`src/rtl/divider46_seq.sv`:
```
// Sequential radix-2 restoring divider: one quotient bit per clock, fixed latency.
// Optional DIV46_STICKY_EN adds a registered inexact (nonzero remainder) flag.
module divider46_seq #(
  parameter int W  = 46,
  parameter int CW = 6
) (
  input  logic         clk,
  input  logic         reset,
  input  logic         start,
  input  logic [W-1:0] x,
  input  logic [W-1:0] y,
  output logic [W-1:0] quotient,
  output logic [W-1:0] remainder,
  output logic         ready,
  output logic         busy,
  output logic         div_by_zero,
  output logic         sticky
);

  typedef enum logic [1:0] {
    IDLE = 2'd0,
    RUN  = 2'd1,
    DONE = 2'd2
  } state_t;

  state_t        state_r;
  logic [W:0]    r_r;
  logic [W-1:0]  q_r;
  logic [W-1:0]  d_r;
  logic [CW-1:0] cnt_r;
  logic          dz_r;
  logic [W:0]    shift_s;
  logic [W:0]    diff_s;

  // Trial subtraction of the divisor from the shifted partial remainder
  always_comb begin
    shift_s = {r_r[W-1:0], q_r[W-1]};
    diff_s  = shift_s - {1'b0, d_r};
  end

  // Control FSM, datapath iteration and registered result outputs
  always_ff @(posedge clk or negedge reset) begin
    if (!reset) begin
      state_r     <= IDLE;
      r_r         <= {(W+1){1'b0}};
      q_r         <= {W{1'b0}};
      d_r         <= {W{1'b0}};
      cnt_r       <= {CW{1'b0}};
      dz_r        <= 1'b0;
      quotient    <= {W{1'b0}};
      remainder   <= {W{1'b0}};
      ready       <= 1'b0;
      busy        <= 1'b0;
      div_by_zero <= 1'b0;
    end else begin
      case (state_r)
        IDLE: begin
          ready <= 1'b0;
          if (start) begin
            busy <= 1'b1;
            if (y != {W{1'b0}}) begin
              q_r     <= x;
              d_r     <= y;
              r_r     <= {(W+1){1'b0}};
              cnt_r   <= CW'(W);
              dz_r    <= 1'b0;
              state_r <= RUN;
            end else begin
              // Divide-by-zero preloads the saturated result and skips iteration
              q_r     <= {W{1'b1}};
              r_r     <= {1'b0, x};
              d_r     <= {W{1'b0}};
              cnt_r   <= {CW{1'b0}};
              dz_r    <= 1'b1;
              state_r <= DONE;
            end
          end else begin
            busy <= 1'b0;
          end
        end
        RUN: begin
          if (!diff_s[W]) begin
            r_r <= diff_s;
            q_r <= {q_r[W-2:0], 1'b1};
          end else begin
            r_r <= shift_s;
            q_r <= {q_r[W-2:0], 1'b0};
          end
          cnt_r <= cnt_r - CW'(1);
          if (cnt_r == CW'(1)) begin
            state_r <= DONE;
          end else begin
            state_r <= RUN;
          end
        end
        DONE: begin
          quotient    <= q_r;
          remainder   <= r_r[W-1:0];
          div_by_zero <= dz_r;
          ready       <= 1'b1;
          busy        <= 1'b1;
          state_r     <= IDLE;
        end
        default: begin
          state_r <= IDLE;
          ready   <= 1'b0;
          busy    <= 1'b0;
        end
      endcase
    end
  end

`ifdef DIV46_STICKY_EN
  // Inexact flag captured alongside the other results
  always_ff @(posedge clk or negedge reset) begin
    if (!reset) begin
      sticky <= 1'b0;
    end else if (state_r == DONE) begin
      sticky <= dz_r | (r_r != {(W+1){1'b0}});
    end else begin
      sticky <= sticky;
    end
  end
`else
  assign sticky = 1'b0;
`endif

endmodule

```
`config.mk`:
```
export PLATFORM = sky130hd
export DESIGN_NAME = divider46_seq
export DESIGN_NICKNAME = d
export VERILOG_FILES = /design/src/rtl/divider46_seq.sv
export SDC_FILE = /design/constraint.sdc
export NUM_CORES = 1
export LEC_CHECK = 0
export BUFFER_PORTS_ARGS = -buffer_cell sky130_fd_sc_hd__buf_2
export CAP_MARGIN = 15
export CORE_MARGIN = 2
export CORE_UTILIZATION = 45
export DETAILED_ROUTE_END_ITERATION = 10
export HOLD_SLACK_MARGIN = 0.05
export PLACE_DENSITY = 0.65
export SYNTH_ARGS = -nofsm -noshare
export SYNTH_HDL_FRONTEND = slang
export SYNTH_SLANG_ARGS = --single-unit
```
`constraint.sdc`:
```
create_clock -name clk -period 3.8 [get_ports clk]
set_clock_uncertainty 0.2 [all_clocks]
set_input_delay 0.76 -clock clk [delete_from_list [all_inputs] [get_ports clk]]
set_output_delay 0.76 -clock clk [all_outputs]
set_load 0.02 [all_outputs]
```
## Word level (Yosys, flattened, before mapping)

Cells that the tools add are included.

| word-level totals | value |
|---|---|
| memories | 0 |
| register bits | 242 |
| latch bits | 0 |
| memory bits (writable) | 0 |
| word-level logic and storage cells | 42 |
| output and inout bits | 96 |
| input bits | 95 |
| bits in read-only memories | 0 |

| operators by class | value |
|---|---|
| reduce and logical (&&, ||, !) cells | 5 |
| bitwise operators | 0 |
| shift-type cells | 0 |
| divide/modulo/power cells | 0 |
| $add $sub $neg | 2 |
| equality and inequality tests | 4 |
| multipliers | 0 |
| magnitude comparators | 0 |
| muxes and demuxes | 20 |

Operators by type and width:

| operator | count |
|---|---|
| two-way mux 46 bit | 6 |
| one-hot mux 46 bit (2 select lines) | 2 |
| subtractor 47 x 46 -> 47 bit | 1 |
| nonzero test 46 bit | 1 |
| two-way mux 6 bit | 2 |
| one-hot mux 6 bit (2 select lines) | 1 |
| equality test 6 x 1 -> 1 bit, second input constant | 1 |
| two-way mux 2 bit | 3 |
| subtractor 6 x 1 -> 6 bit, second input constant | 1 |
| one-hot mux 2 bit (2 select lines) | 1 |
| AND reduction 2 bit | 2 |
| two-way mux 1 bit | 3 |
| one-hot mux 1 bit (3 select lines) | 1 |
| equality test 2 x 1 -> 1 bit, second input constant | 1 |
| equality test 2 bit, second input constant | 1 |
| zero test 2 bit | 1 |
| != test 2 bit, second input constant | 1 |
| one-hot mux 1 bit (2 select lines) | 1 |
| nonzero test 2 bit | 1 |

## Longest topological paths before layout

| depth | value |
|---|---|
| depth after elaboration | 4 |
| mapped depth | 14 |
| mapped depth without buffers | 13 |

## Worst setup path before layout

OpenSTA, ideal clock, no wires.

| timing | value |
|---|---|
| path kind | reg-to-reg |
| start | register r_r[20] |
| end | register r_r[11] |
| data required time | 3.459 ns |
| setup time | 0.141 ns |
| setup slack | 0.540 ns |
| arrival | 2.919 ns |
| clock period less this slack | 3.260 ns |
| buffers on the path | 1 |
| stages on the path, launching flop included | 13 |
| cell sequence | dfrtp_1 -> ha_1 -> a21oi_2 -> o22ai_1 -> or4b_1 -> o211ai_2 -> nor3b_2 -> a21oi_1 -> o311ai_4 -> buf_2 -> nor2_1 -> a211oi_1 -> a31oi_1 |

| between the ends | value |
|---|---|
| word-level cells in the longest chain between the ends | 3 |

Ends and longest elaborated chain:

| element | line | source |
|---|---|---|
| start, declared | 27 | `logic [W:0] r_r;` |
| start signal, assigned | 45 | `r_r <= {(W+1){1'b0}};` |
| start signal, assigned | 64 | `r_r <= {(W+1){1'b0}};` |
| start signal, assigned | 71 | `r_r <= {1'b0, x};` |
| subtractor 47 x 46 -> 47 bit | 38 | `diff_s = shift_s - {1'b0, d_r};` |
| two-way mux 46 bit | 82 | `if (!diff_s[W]) begin` |
| one-hot mux 46 bit (2 select lines) | 56 | `case (state_r)` |

Every way passes these cells.
A chain may end at the register's enable or synchronous reset.

## Worst setup path after layout

| timing | value |
|---|---|
| start | register q_r[45] |
| end | register r_r[36] |

| between the ends | value |
|---|---|
| word-level cells in the longest chain between the ends | 3 |

Ends and longest elaborated chain:

| element | line | source |
|---|---|---|
| start, declared | 28 | `logic [W-1:0] q_r;` |
| start signal, assigned | 46 | `q_r <= {W{1'b0}};` |
| start signal, assigned | 70 | `q_r <= {W{1'b1}};` |
| start signal, assigned | 84 | `q_r <= {q_r[W-2:0], 1'b1};` |
| subtractor 47 x 46 -> 47 bit | 38 |  |
| two-way mux 46 bit | 82 |  |
| one-hot mux 46 bit (2 select lines) | 56 |  |
| end signal, assigned | 45 |  |
| end signal, assigned | 83 | `r_r <= diff_s;` |
| end signal, assigned | 86 | `r_r <= shift_s;` |

Every way passes these cells.

==> impl_metrics.env <==
export IMPL_synth_top_cell_area_share=0.464
export IMPL_netlist_area_mm2=0.0130
export IMPL_cap_violations=0
export IMPL_arrival_ps=3850
export IMPL_drv_slew=0
export IMPL_ir_drop_mv=0.805
export IMPL_period_share=0.957
export IMPL_wl_per_cell_um=19.4
export IMPL_cts_inserted_buffers=27
export IMPL_synth_seq_cells=242
export IMPL_seq_area_frac_synth=0.464
export IMPL_synth_area_top_cells="dfrtp_1 46%, mux2_2 7.9%, nand2_1 6.3%"
export IMPL_hpwlAfterDp_um=27700
export IMPL_vias=11200
export IMPL_syn_to_final_growth_pct=18.6
export IMPL_critPathMaxFanout=22
export IMPL_hold_violations=0
export IMPL_ant_nets=0
export IMPL_worst_slack_ps=164
export IMPL_row_count=62
export IMPL_die_area_mm2=0.0303
export IMPL_design_area_mm2=0.0155
export IMPL_top_level_ports=191
export IMPL_whs_ps=55.9
export IMPL_synth_top_area_cell="dfrtp_1"
export IMPL_r2r_slack_ps=160
export IMPL_fin_util=0.540
export IMPL_drt_iter0_drc=911
export IMPL_cts_clk_slew_worst_paths_ps=60
export IMPL_first_pass_iters=5
export IMPL_fin_nets=1698
export IMPL_grt_use_total=0.248
export IMPL_initial_core_util=0.455
export IMPL_avgSynthCellArea_um2=9.35
export IMPL_cts_root_buf="clkbuf_16"
export IMPL_nFillCells=2585
export IMPL_grt_overflow=0
export IMPL_worstReg2RegStart="q_r[45]$_DFFE_PN0P_"
export IMPL_first_global_vias=10600
export IMPL_worstMarginPinSlew_ps=795
export IMPL_layout_drive_gt1_share=0.239
export IMPL_core_area_mm2=0.0286
export IMPL_antenna_found_initial=2
export IMPL_yosysMostFrequentCell="dfrtp_1"
export IMPL_synth_commonest_cells="242 x dfrtp_1, 218 x nand2_1, 91 x mux2_2"
export IMPL_dp_slack_ps=109
export IMPL_setup_viol=0
export IMPL_clock_sinks=242
export IMPL_synth_distinct_cells=61
export IMPL_synth_warnings=0
export IMPL_crit_path_start_kind="flop"
export IMPL_cts_tree="built"
export IMPL_relSlewSlack=0.465
export IMPL_setup_worst_path_end_class="flop"
export IMPL_p_leak_nw=7.09
export IMPL_finalCriticalPeriod_ps=3640
export IMPL_route_detailed_drc=0
export IMPL_synth_async_reset_ratio=1.00
export IMPL_portBuffers=189
export IMPL_dieWidth_um=174
export IMPL_power_total_mw=18.3
export IMPL_die_y_um=174
export IMPL_vias_per_cell=5.72
export IMPL_power_density_mw_per_mm2=1180
export IMPL_postSynthCellCount=1395
export IMPL_r2r_cells=15
export IMPL_place_congestion=0.913
export IMPL_max_freq_mhz=275
export IMPL_hold_path_class="input pin to async pin"
export IMPL_grt_max_degree=94
export IMPL_cts_buffer_depth=3
export IMPL_outcome="finished, final reports clean"
export IMPL_cp_required_ps=4020
export IMPL_clock_latency_ps=540
export IMPL_postPlaceCellArea_mm2=0.0144
export IMPL_drt_wl_total_um=38000
export IMPL_synth_nets=1539
export IMPL_synth_flop_cell="dfrtp_1"
export IMPL_worstSetupPathType="flop to flop"
export IMPL_synth_edf_count=0
export IMPL_grt_pass1_wl_um=60000
export IMPL_r2r_end="r_r[36]$_DFFE_PN0P_"
export IMPL_htree_levels=1
[placed cells by master (no fill, tap or decap), types with 4 or more instances in the layout]
cell       netlist  final
nand2b_1        13     11
clkbuf_16        0     27
mux2_2          91     91
o21ai_0         85     85
nand3_1         39     39
nor2_1          66     66
or3_1            6      6
o21ai_1          6      6
nor3_1          55     54
and3_1           9      9
a22oi_1          8      8
nor4_1          13     13
clkinv_2         0      5
dfrtp_1        242    242
xnor2_1         18     18
o21bai_1        10     10
nand2_1        218    217
buf_2            4    188
a32oi_1          4      4
buf_12           0      7
a31oi_1         74     74
o31ai_1          4      4
a21oi_1         65     64
a21o_1          18     18
inv_1           59     59
ha_1            48     47
or2_2            4      4
bufinv_16        0      6
mux2i_1          9      9
buf_4            4     26
and2_1           5      4
a22o_1           4      4
a211oi_1        36     36
o211ai_1         8      8
xor2_1          23     23
o21a_1           4      4
nand4_1         15     15
[layer usage]
layer	GRT usage	up-vias	wire length [um]
li1	-	5318	-
met2	0.367	350	16600
met5	0	-	25
met3	0.0483	57	2790
met1	0.372	5479	17800
met4	0.0623	4	808
[power breakdown]
| part | switching (mW) | internal (mW) |
|---|---|---|
| clock | 1.10 | 1.75 |
| combinational | 6.22 | 4.31 |
| sequential | 0.965 | 3.92 |
| total | 8.29 | 9.98 |
[through the flow]
stage	cells	TNS, ps
floorplan	1395	0
global placement	1905	0
detailed placement	1905	0
CTS	1953	0
global route	1957	-16.2
finish	1958	0
[state kept, by name (all words and copies together), names as in the netlist]
| signal | cells |
|---|---|
| busy | 1 |
| div_by_zero | 1 |
| cnt_r | 6 |
| remainder | 46 |
| dz_r | 1 |
| d_r | 46 |
| quotient | 46 |
| ready | 1 |
| state_r | 2 |
| q_r | 46 |
| r_r | 46 |
[how the worst max path moves through the flow]
| stage | startpoint | endpoint | slack (ps) | cells past startpoint |
|---|---|---|---|---|
| 2_1_floorplan | r_r[20]$_DFFE_PN0P_ | r_r[11]$_DFFE_PN0P_ | 540 | 12 |
| 3_3_place_gp | r_r[20]$_DFFE_PN0P_ | r_r[25]$_DFFE_PN0P_ | 170 | 12 |
| 3_5_place_dp | q_r[45]$_DFFE_PN0P_ | r_r[2]$_DFFE_PN0P_ | 110 | 14 |
| 4_1_cts | q_r[45]$_DFFE_PN0P_ | r_r[2]$_DFFE_PN0P_ | 90 | 14 |
| 5_1_grt | q_r[45]$_DFFE_PN0P_ | r_r[20]$_DFFE_PN0P_ | -20 | 15 |
| 6_report | q_r[45]$_DFFE_PN0P_ | r_r[36]$_DFFE_PN0P_ | 160 | 15 |
[worst max-delay path, cell delays in order (launching register included)]
cell and delay [ps]:
dfrtp_1 390, inv_1 80, ha_1 200, fa_1 220
nand2b_1 140, a21oi_1 90, o311a_1 420, o211ai_1 220
o31a_1 310, a21oi_2 130, o311ai_4 300, buf_4 170
buf_12 150, or2_2 160, o21ai_1 80, a221o_1 260
[kinds of logic after synthesis]
kind of cell / synth area share
AO/OA/AOI/OAI: 0.173
XOR/XNOR: 0.0275
adder cells (fa/ha/maj): 0.0476
buffers and inverters: 0.0459
flip-flops: 0.464
multiplexers: 0.0855
other: 0.000288
AND/OR/NAND/NOR: 0.156
[timing repair]
| action | CTS | global route |
|---|---|---|
| setup endpoints to repair | 0 | 22 |
| hold endpoints to repair | 0 | 0 |
| hold buffers | 0 | 0 |
| buffers inserted | 0 | 4 |
| resized for setup | 0 | 5 |
[final cells by class]
cell class | count | area [um2] | area share
diodes | 1 | 2.50 | 0.000162
clock buffers | 31 | 711 | 0.0460
clock inverters | 17 | 255 | 0.0165
inverters | 59 | 221 | 0.0143
multi-input cells | 1001 | 6430 | 0.416
flip-flops and latches | 242 | 6060 | 0.392
well taps | 384 | 480 | 0.0311
repair buffers | 223 | 1310 | 0.0845
No activity file was read; power rests on OpenSTA's default activity.
